$ cat src/rtl/serial_add_sequencer_if.sv
// serial_add_sequencer_if: start/busy handshake, operands and result bundle
interface serial_add_sequencer_if #(
    parameter int NUM_BITS = 8
);
    logic                start;
    logic [NUM_BITS-1:0] a;
    logic [NUM_BITS-1:0] b;
    logic                carry_in;
    logic                busy;
    logic                done;
    logic [NUM_BITS-1:0] sum;
    logic                carry_out;
    logic                overflow;
    modport master (output start, a, b, carry_in, input busy, done, sum, carry_out, overflow);
    modport slave (input start, a, b, carry_in, output busy, done, sum, carry_out, overflow);
endinterface

$ cat src/rtl/serial_add_sequencer.sv
// serial_add_sequencer: bit-serial adder driving one adder_1bit cell, LSB first
module adder_1bit (
    input  logic a,
    input  logic b,
    input  logic carry_in,
    output logic sum,
    output logic carry_out
);
    assign sum       = a ^ b ^ carry_in;
    assign carry_out = (a & b) | (carry_in & (a ^ b));
endmodule

module serial_add_sequencer #(
    parameter int NUM_BITS = 8
) (
    input logic clk,
    input logic rst,
    serial_add_sequencer_if.slave bus
);
    localparam int CW = $clog2(NUM_BITS) + 1;
    localparam logic [CW-1:0] LAST = CW'(NUM_BITS - 1);
    typedef enum logic [1:0] {IDLE, ADD, DONE} state_t;
    state_t              state_q, state_d;
    logic [CW-1:0]       count_q, count_d;
    logic [NUM_BITS-1:0] shift_a_q, shift_a_d;
    logic [NUM_BITS-1:0] shift_b_q, shift_b_d;
    logic [NUM_BITS-1:0] acc_q, acc_d;
    logic                carry_q, carry_d;
    logic                msb_carry_q, msb_carry_d;
    logic                cell_sum, cell_carry;
    adder_1bit u_cell (
        .a         (shift_a_q[0]),
        .b         (shift_b_q[0]),
        .carry_in  (carry_q),
        .sum       (cell_sum),
        .carry_out (cell_carry)
    );
    // Result and carry registers hold their value from DONE until the next accepted start.
    assign bus.busy      = state_q == ADD;
    assign bus.done      = state_q == DONE;
    assign bus.sum       = acc_q;
    assign bus.carry_out = carry_q;
    assign bus.overflow  = msb_carry_q ^ carry_q;
    // Next-state: load on accepted start, one bit per cycle in ADD, single DONE cycle.
    always_comb begin
        state_d     = state_q;
        count_d     = count_q;
        shift_a_d   = shift_a_q;
        shift_b_d   = shift_b_q;
        acc_d       = acc_q;
        carry_d     = carry_q;
        msb_carry_d = msb_carry_q;
        case (state_q)
            IDLE: if (bus.start) begin
                state_d     = ADD;
                shift_a_d   = bus.a;
                shift_b_d   = bus.b;
                carry_d     = bus.carry_in;
                count_d     = '0;
                acc_d       = '0;
                msb_carry_d = 1'b0;
            end
            ADD: begin
                acc_d     = {cell_sum, acc_q[NUM_BITS-1:1]};
                carry_d   = cell_carry;
                shift_a_d = shift_a_q >> 1;
                shift_b_d = shift_b_q >> 1;
                count_d   = count_q + CW'(1);
                if (count_q == LAST) begin
                    state_d     = DONE;
                    msb_carry_d = carry_q;
                end
            end
            default: state_d = IDLE;
        endcase
    end
    // State registers; reset aborts any operation in flight.
    always_ff @(posedge clk or posedge rst) begin
        if (rst) begin
            state_q     <= IDLE;
            count_q     <= '0;
            shift_a_q   <= '0;
            shift_b_q   <= '0;
            acc_q       <= '0;
            carry_q     <= 1'b0;
            msb_carry_q <= 1'b0;
        end else begin
            state_q     <= state_d;
            count_q     <= count_d;
            shift_a_q   <= shift_a_d;
            shift_b_q   <= shift_b_d;
            acc_q       <= acc_d;
            carry_q     <= carry_d;
            msb_carry_q <= msb_carry_d;
        end
    end
endmodule

$ cat src/flat_wrapper.sv
// flat-port wrapper written by rule: the top's interface ports become plain ports
module serial_add_sequencer_flat 
#(
    parameter int NUM_BITS = 8
)
  (clk, rst, bus_start, bus_a, bus_b, bus_carry_in, bus_busy, bus_done, bus_sum, bus_carry_out, bus_overflow);
  serial_add_sequencer_if #(.NUM_BITS(NUM_BITS)) bus_i ();
  input logic clk;
  input logic rst;
  input wire logic [$bits(bus_i.start)-1:0] bus_start;
  input wire logic [$bits(bus_i.a)-1:0] bus_a;
  input wire logic [$bits(bus_i.b)-1:0] bus_b;
  input wire logic [$bits(bus_i.carry_in)-1:0] bus_carry_in;
  output wire logic [$bits(bus_i.busy)-1:0] bus_busy;
  output wire logic [$bits(bus_i.done)-1:0] bus_done;
  output wire logic [$bits(bus_i.sum)-1:0] bus_sum;
  output wire logic [$bits(bus_i.carry_out)-1:0] bus_carry_out;
  output wire logic [$bits(bus_i.overflow)-1:0] bus_overflow;
  assign bus_i.start = bus_start;
  assign bus_i.a = bus_a;
  assign bus_i.b = bus_b;
  assign bus_i.carry_in = bus_carry_in;
  assign bus_busy = bus_i.busy;
  assign bus_done = bus_i.done;
  assign bus_sum = bus_i.sum;
  assign bus_carry_out = bus_i.carry_out;
  assign bus_overflow = bus_i.overflow;
  serial_add_sequencer #(.NUM_BITS(NUM_BITS)) u_core (.clk(clk), .rst(rst), .bus(bus_i));
endmodule
$ cat config.mk
export PLATFORM = sky130hd
export DESIGN_NAME = serial_add_sequencer_flat
export DESIGN_NICKNAME = d
export VERILOG_FILES = /design/src/rtl/serial_add_sequencer_if.sv /design/src/rtl/serial_add_sequencer.sv /design/src/flat_wrapper.sv
export SDC_FILE = /design/constraint.sdc
export NUM_CORES = 1
export LEC_CHECK = 0
export CAP_MARGIN = 20
export CORE_UTILIZATION = 30
export CTS_CLUSTER_SIZE = 14
export DETAILED_ROUTE_END_ITERATION = 10
export PLACE_DENSITY = 0.53
export SYNTH_ARGS = -nofsm -noshare
export SYNTH_HDL_FRONTEND = slang
export SYNTH_SLANG_ARGS = --single-unit
$ cat constraint.sdc
create_clock -name clk -period 3.6 [get_ports clk]
set_input_delay 0.72 -clock clk [delete_from_list [all_inputs] [get_ports clk]]
set_output_delay 0.72 -clock clk [all_outputs]
set_load 0.02 [all_outputs]
==> impl_metrics.json, run 1 <==
{
  "status": "finished clean",
  "num-fill-cells": 427,
  "synth_area_leaders": "dfrtp_1 57%, a22oi_1 7.5%, a22o_1 6.9%",
  "relSlewSlack_pct": 49.5,
  "drt-initial-drc-count": 56,
  "reg2reg_to": "u_core.bus.sum[0]",
  "root_buffer": "clkbuf_8",
  "syn_inst": 131,
  "clock-sinks": 32,
  "antennaDiodeCount": 0,
  "leakage_nw": 0.805,
  "synthTopCellsByCount": "32 x dfrtp_1, 20 x nand2_1, 17 x o21ai_1, 14 x a22oi_1, 11 x a22o_1",
  "boundaryPins": 32,
  "hpwl_mm": 1.98,
  "postLayoutSetupSlackWorst_ns": 0.955,
  "ctsResizeCount": 0,
  "async_flop_share_pct": 100,
  "intPower_mw": 0.966,
  "cp_top_family": "buffers and inverters",
  "crit_end": "bus_busy",
  "fin_crit_sh_pct": 73.5,
  "post-route-min-period_ns": 2.65,
  "drive_gt1_share_pct": 7.88,
  "irDropWorstVdd_mv": 0.234,
  "routedWlPerCell_um": 13.9,
  "htree_levels": 2,
  "rsz0062_at_grt": "no",
  "post_cts_buffers": 0,
  "grt_max_degree": 33,
  "initial_utilization_pct": 31.6,
  "regToRegSetupSlack_ns": 2.01,
  "holdPathStages": 2,
  "worstPathBufferInverterCount": 3,
  "tns_ns": 0,
  "crit_fanout": 21,
  "cp.arrival_ns": 1.93,
  "switching_share_pct": 37.9,
  "vias": 1094,
  "io_buffers": 31,
  "power_frac_seq_pct": 39.0,
  "area_growth_pct": 32.4,
  "yosysMostFrequentCell": "dfrtp_1",
  "clkTransAtPathRegs_ns": 0.07,
  "grt_pass1_wl_mm": 5.31,
  "syn_nets": 153,
  "synth_edf_count": 0,
  "ys.flop_type": "dfrtp_1",
  "path_class": "reg2out",
  "first_global_vias": 1123,
  "pre_cts_ws_ns": 1.24,
  "setup-violations-final": 0,
  "fmax_mhz": 378,
  "cts_buffer_depth": 2,
  "tightestPinTransition_ns": 0.755,
  "drc": 0,
  "via_per_inst": 5.04,
  "clockPowerShare_pct": 17.9,
  "numCtsBuffers": 5,
  "cp-start-kind": "flop",
  "drt_wl_total_mm": 3.02,
  "crit_chain": "buf_4, nand2b_1, clkinv_1, clkdlybuf4s50_1",
  "nets": 186,
  "maxCapViolations": 0,
  "yosys.area.top_type_share_pct": 57.3,
  "critPathRequiredTime_ns": 2.88,
  "switchingPower_mw": 0.589,
  "synth_cell_type_count": 22,
  "grt_usage_pct": 13.9,
  "grt-ovfl-total": 0,
  "antenna_left": 0,
  "r2r_cells": 3,
  "die-area_sq_um": 4930,
  "globalplace.congestion": 0.733,
  "r2r-start": "u_core.state_q[0]",
  "synth-seq-cells": 32,
  "hold_violations": 0,
  "slew_violations": 0,
  "synth_area_sq_um": 1400,
  "fin_util_pct": 41.9,
  "cpPeakStageDelay_ns": 0.61,
  "die_h_um": 70.2,
  "hold_class": "reg2reg",
  "end_kind": "primary output",
  "die_x_um": 70.2,
  "first_pass_iters": 4,
  "syn_avg_cell_area_sq_um": 10.7,
  "postCtsHoldBufs": 0,
  "yosysTopAreaCell": "dfrtp_1",
  "ys_seq_area_share_pct": 57.3,
  "crit_start": "u_core.state_q[1]",
  "yosysWarningCount": 0,
  "core_area_sq_um": 4410,
  "cts_tree": "yes",
  "cellPowerDensity_nw_per_um2": 841,
  "clk_latency_ns": 0.28,
  "antenna_found_initial": 0,
  "finClkSkew_ns": 0.00745,
  "combPwrFrac_pct": 43.1,
  "slowest_stage": "clkdlybuf4s50_1",
  "row_count": 24,
  "crit_cells": 4
}
-- metrics by stage --
step	std cells	total power, mW	cell area [sq um]	hold slack, ns
global route	217	1.70	1850	0.528
floorplan	131	1.05	1400	0.456
detailed placement	209	1.29	1760	0.476
CTS	217	1.58	1850	0.492
finish	217	1.55	1850	0.493
global placement	209	1.27	1760	0.475
-- area by class of cell --
cell class / count / area [sq um] / share of cell area (%)
sequential: 32 / 801 / 43.3
multi-input combinational: 84 / 528 / 28.6
tap: 52 / 65.1 / 3.52
inverter: 6 / 22.5 / 1.22
clock buffer: 6 / 82.6 / 4.47
clock inverter: 2 / 10.0 / 0.541
timing repair buffer: 35 / 340 / 18.4
-- how the worst min path moves through the flow --
stage	from	end	slack (ns)
floorplan	u_core.shift_a_q[0]	u_core.shift_a_q[0]	0.46
global placement	u_core.shift_b_q[6]	u_core.shift_b_q[6]	0.47
detailed placement	u_core.shift_b_q[0]	u_core.shift_b_q[0]	0.48
CTS	u_core.shift_b_q[0]	u_core.shift_b_q[0]	0.49
global route	u_core.shift_b_q[2]	u_core.shift_b_q[2]	0.53
finish	u_core.shift_b_q[0]	u_core.shift_b_q[0]	0.49
-- flip-flops by register name, summed over array words and instances, names as in the netlist --
name,count
u_core.state_q,2
u_core.bus.carry_out,1
u_core.count_q,4
u_core.msb_carry_q,1
u_core.shift_a_q,8
u_core.shift_b_q,8
u_core.bus.sum,8
-- cell usage in the layout, fill, tap and decap left out --
cell	n
or3_1	2
o21ai_1	17
nand2_1	20
nand2b_1	2
nor2b_1	4
ha_1	1
a22oi_1	14
clkinv_2	2
o21bai_4	1
xor2_1	1
fa_1	1
clkbuf_8	6
mux2i_1	1
nand3b_1	1
clkinv_1	1
a21oi_1	2
inv_1	5
nor2_1	1
nand3_1	5
dfrtp_1	32
a22o_1	11
clkdlybuf4s50_1	31
buf_4	4
-- worst reg2reg max path: cells and delay by family (launching register included) --
kind	cells	cell delay (ns)
compound gates	2	0.92
flops	1	0.38
buf+inv	1	0.22
-- logic make-up (layout without fill, tap and decap cells) --
kind of cell	Yosys count	count (layout)	share of synthesized area (%)
muxes	1	1	0.717
buffers and inverters	15	49	4.84
adders and majority gates	2	2	2.33
and+or+nand+nor	35	35	11.6
DFF	32	32	57.3
xor gates and xnor gates	1	1	0.627
AOI/OAI and AO/OA	45	45	22.6
-- metal layers --
metal / global-route usage (%) / vias to the layer above / wire length (um)
li1: - / 527 / -
met1: 18.1 / 531 / 1480
met2: 21.4 / 34 / 1370
met3: 5.48 / 2 / 162
met4: 4.00 / 0 / 12
met5: 0 / - / 0
-- power groups by stage --
| stage | clock (mW) | combinational [mW] | sequential, mW |
|---|---|---|---|
| 2_1_floorplan | 0 | 0.402 | 0.648 |
| 3_3_place_gp | 0 | 0.663 | 0.606 |
| 3_5_place_dp | 0 | 0.679 | 0.612 |
| 4_1_cts | 0.291 | 0.681 | 0.607 |
| 5_1_grt | 0.314 | 0.753 | 0.629 |
| 6_report | 0.279 | 0.670 | 0.606 |
Power figures use the tool's default switching activity.
==> run 2: changes to the inputs <==
--- a/config.mk
+++ b/config.mk
@@ -9,7 +9,7 @@
 export CORE_UTILIZATION = 30
 export CTS_CLUSTER_SIZE = 14
 export DETAILED_ROUTE_END_ITERATION = 10
-export PLACE_DENSITY = 0.53
+export PLACE_DENSITY = 0.55
 export SYNTH_ARGS = -nofsm -noshare
 export SYNTH_HDL_FRONTEND = slang
 export SYNTH_SLANG_ARGS = --single-unit
==> constraint.sdc (replaced) <==
create_clock -name clk -period 2.15 [get_ports clk]
set_input_delay 0.43 -clock clk [delete_from_list [all_inputs] [get_ports clk]]
set_output_delay 0.43 -clock clk [all_outputs]
set_load 0.02 [all_outputs]
==> run 2 against run 1 <==
Clock skew shrank 0.0027 ns. Via count about the same. Power rose by 71%. Sequential share of layout area is 0.66 points lower.
==> impl_metrics.json, run 2 (synthesis gave the netlist of run 1 again) <==
{
  "irDropWorstVdd_mv": 0.421,
  "final_common_cell": "dfrtp_1",
  "post_cts_buffers": 0,
  "post-route-min-period_ns": 2.05,
  "cts_tree": "yes",
  "final_cell_mix": "32 x dfrtp_1, 30 x clkdlybuf4s50_1, 20 x nand2_1",
  "postLayoutCellArea_sq_um": 1880,
  "grt_max_degree": 33,
  "antennaDiodeCount": 0,
  "maxCapViolations": 0,
  "worstHoldStart": "u_core.shift_a_q[2]",
  "first_global_vias": 1130,
  "slew_violations": 0,
  "status": "finished clean",
  "r2r-start": "u_core.state_q[0]",
  "grt.met1_usage_pct": 19.0,
  "first_pass_iters": 4,
  "whs_ns": 0.487,
  "setup-violations-final": 0,
  "regToRegSetupSlack_ns": 0.83,
  "critPathRequiredTime_ns": 1.72,
  "fmax_mhz": 487,
  "hold_class": "reg2reg",
  "via_per_inst": 4.95,
  "drt_wl_total_mm": 3.06,
  "cellPowerDensity_nw_per_um2": 1420,
  "vias": 1093,
  "num-fill-cells": 411,
  "die_x_um": 70.2,
  "antenna_left": 0,
  "routedWlPerCell_um": 13.8,
  "area_growth_pct": 34.5,
  "path_class": "reg2out",
  "fin_crit_sh_pct": 95.6,
  "postCtsHoldBufs": 0,
  "tightestPinTransition_ns": 0.413,
  "die-area_sq_um": 4930,
  "placed_cell_area_sq_um": 1790,
  "leakage_nw": 0.824,
  "nets": 190,
  "antenna_found_initial": 0,
  "grt.busiest_layer": "met2",
  "crit_fanout": 9,
  "met3_usage_pct": 5.34,
  "grt-ovfl-total": 0,
  "relSlewSlack_pct": 72.5,
  "boundaryPins": 32,
  "hold_violations": 0,
  "clk_latency_ns": 0.28,
  "seqCellArea_sq_um": 801,
  "rsz0062_at_grt": "no",
  "die_h_um": 70.2,
  "hpwl_mm": 2.11,
  "row_count": 24,
  "multi_input_comb_area_sq_um": 528,
  "core_area_sq_um": 4410,
  "end_kind": "primary output",
  "cts_buffer_depth": 2,
  "globalplace.congestion": 0.762,
  "clock-sinks": 32,
  "io_buffers": 31,
  "reg2reg_to": "u_core.shift_b_q[7]",
  "cp-start-kind": "flop",
  "numCtsBuffers": 5,
  "finClkSkew_ns": 0.00478,
  "cp.arrival_ns": 1.62,
  "htree_levels": 2,
  "initial_utilization_pct": 31.6,
  "r2r_cells": 5,
  "tns_ns": 0,
  "clkTransAtPathRegs_ns": 0.07,
  "grt_usage_pct": 14.1,
  "grt_pass1_wl_mm": 5.38,
  "drc": 0,
  "worstHoldEndpoint": "u_core.shift_a_q[2]",
  "drt-initial-drc-count": 41,
  "grtUsageMet2_pct": 20.5,
  "holdPathStages": 2,
  "drive_gt1_share_pct": 10.1,
  "root_buffer": "clkbuf_8"
}
[run 2: cell count changes in the layout (fill, tap and decap cells not counted)]
cell | previous run | this run
buf_4 | 4 | 8
clkdlybuf4s50_1 | 31 | 30
dlygate4sd2_1 | 0 | 1
[run 2: through the flow]
step           worst slack (ns)  cells  power (mW)  util [%]
2_1_floorplan             0.750    131        1.76         -
5_1_grt                 0.00781    221        2.86      42.5
3_3_place_gp              0.349    213        2.18      40.5
6_report                 0.0952    221        2.66      42.5
3_5_place_dp              0.318    213        2.23      40.5
4_1_cts                  0.0696    221        2.70      42.5
[run 2: worst max-delay path by stage]
stage / start / to / slack (ns) / cells after the start
6_report: u_core.state_q[1] / bus_done / 0.1 / 2
5_1_grt: u_core.state_q[1] / bus_done / 0.008 / 2
4_1_cts: u_core.state_q[1] / bus_done / 0.07 / 2
3_5_place_dp: u_core.state_q[1] / bus_busy / 0.32 / 3
3_3_place_gp: u_core.state_q[1] / bus_busy / 0.35 / 3
2_1_floorplan: u_core.state_q[0] / bus_done / 0.75 / 2
[run 2: timing repair]
action                                  4_1_cts  5_1_grt
resized for setup                             1        0
endpoints found under the hold margin         0        0
endpoints found under the setup margin        1        0
[run 2: where the power goes]
group | switching, mW | internal (mW) | total (mW) | leakage [nW]
registers | 0.182 | 0.848 | 1.03 | 0.418
clock network | 0.222 | 0.255 | 0.477 | 0.0510
logic | 0.597 | 0.557 | 1.15 | 0.355
total | 1.00 | 1.66 | 2.66 | 0.824
[run 2: layout make-up]
class	instances	area share (%)
clock buffers	6	4.40
clock inverters	2	0.533
inverters	6	1.20
multi-input cells	84	28.1
flip-flops and latches	32	42.6
well taps	52	3.46
repair buffers	39	19.7
[run 2: layer usage]
| metal | wire [um] | part of all wire [%] | vias up |
|---|---|---|---|
| met3 | 162 | 5.3 | 6 |
| met5 | 0 | 0 | - |
| met2 | 1360 | 44 | 30 |
| met1 | 1490 | 49 | 522 |
| li1 | - | - | 535 |
| met4 | 44 | 1.4 | 0 |
[run 2: critical path, stage by stage, from the launching register on]
cell and delay, ns:
dfrtp_1 0.48, nor2b_1 0.22, clkdlybuf4s50_1 0.64
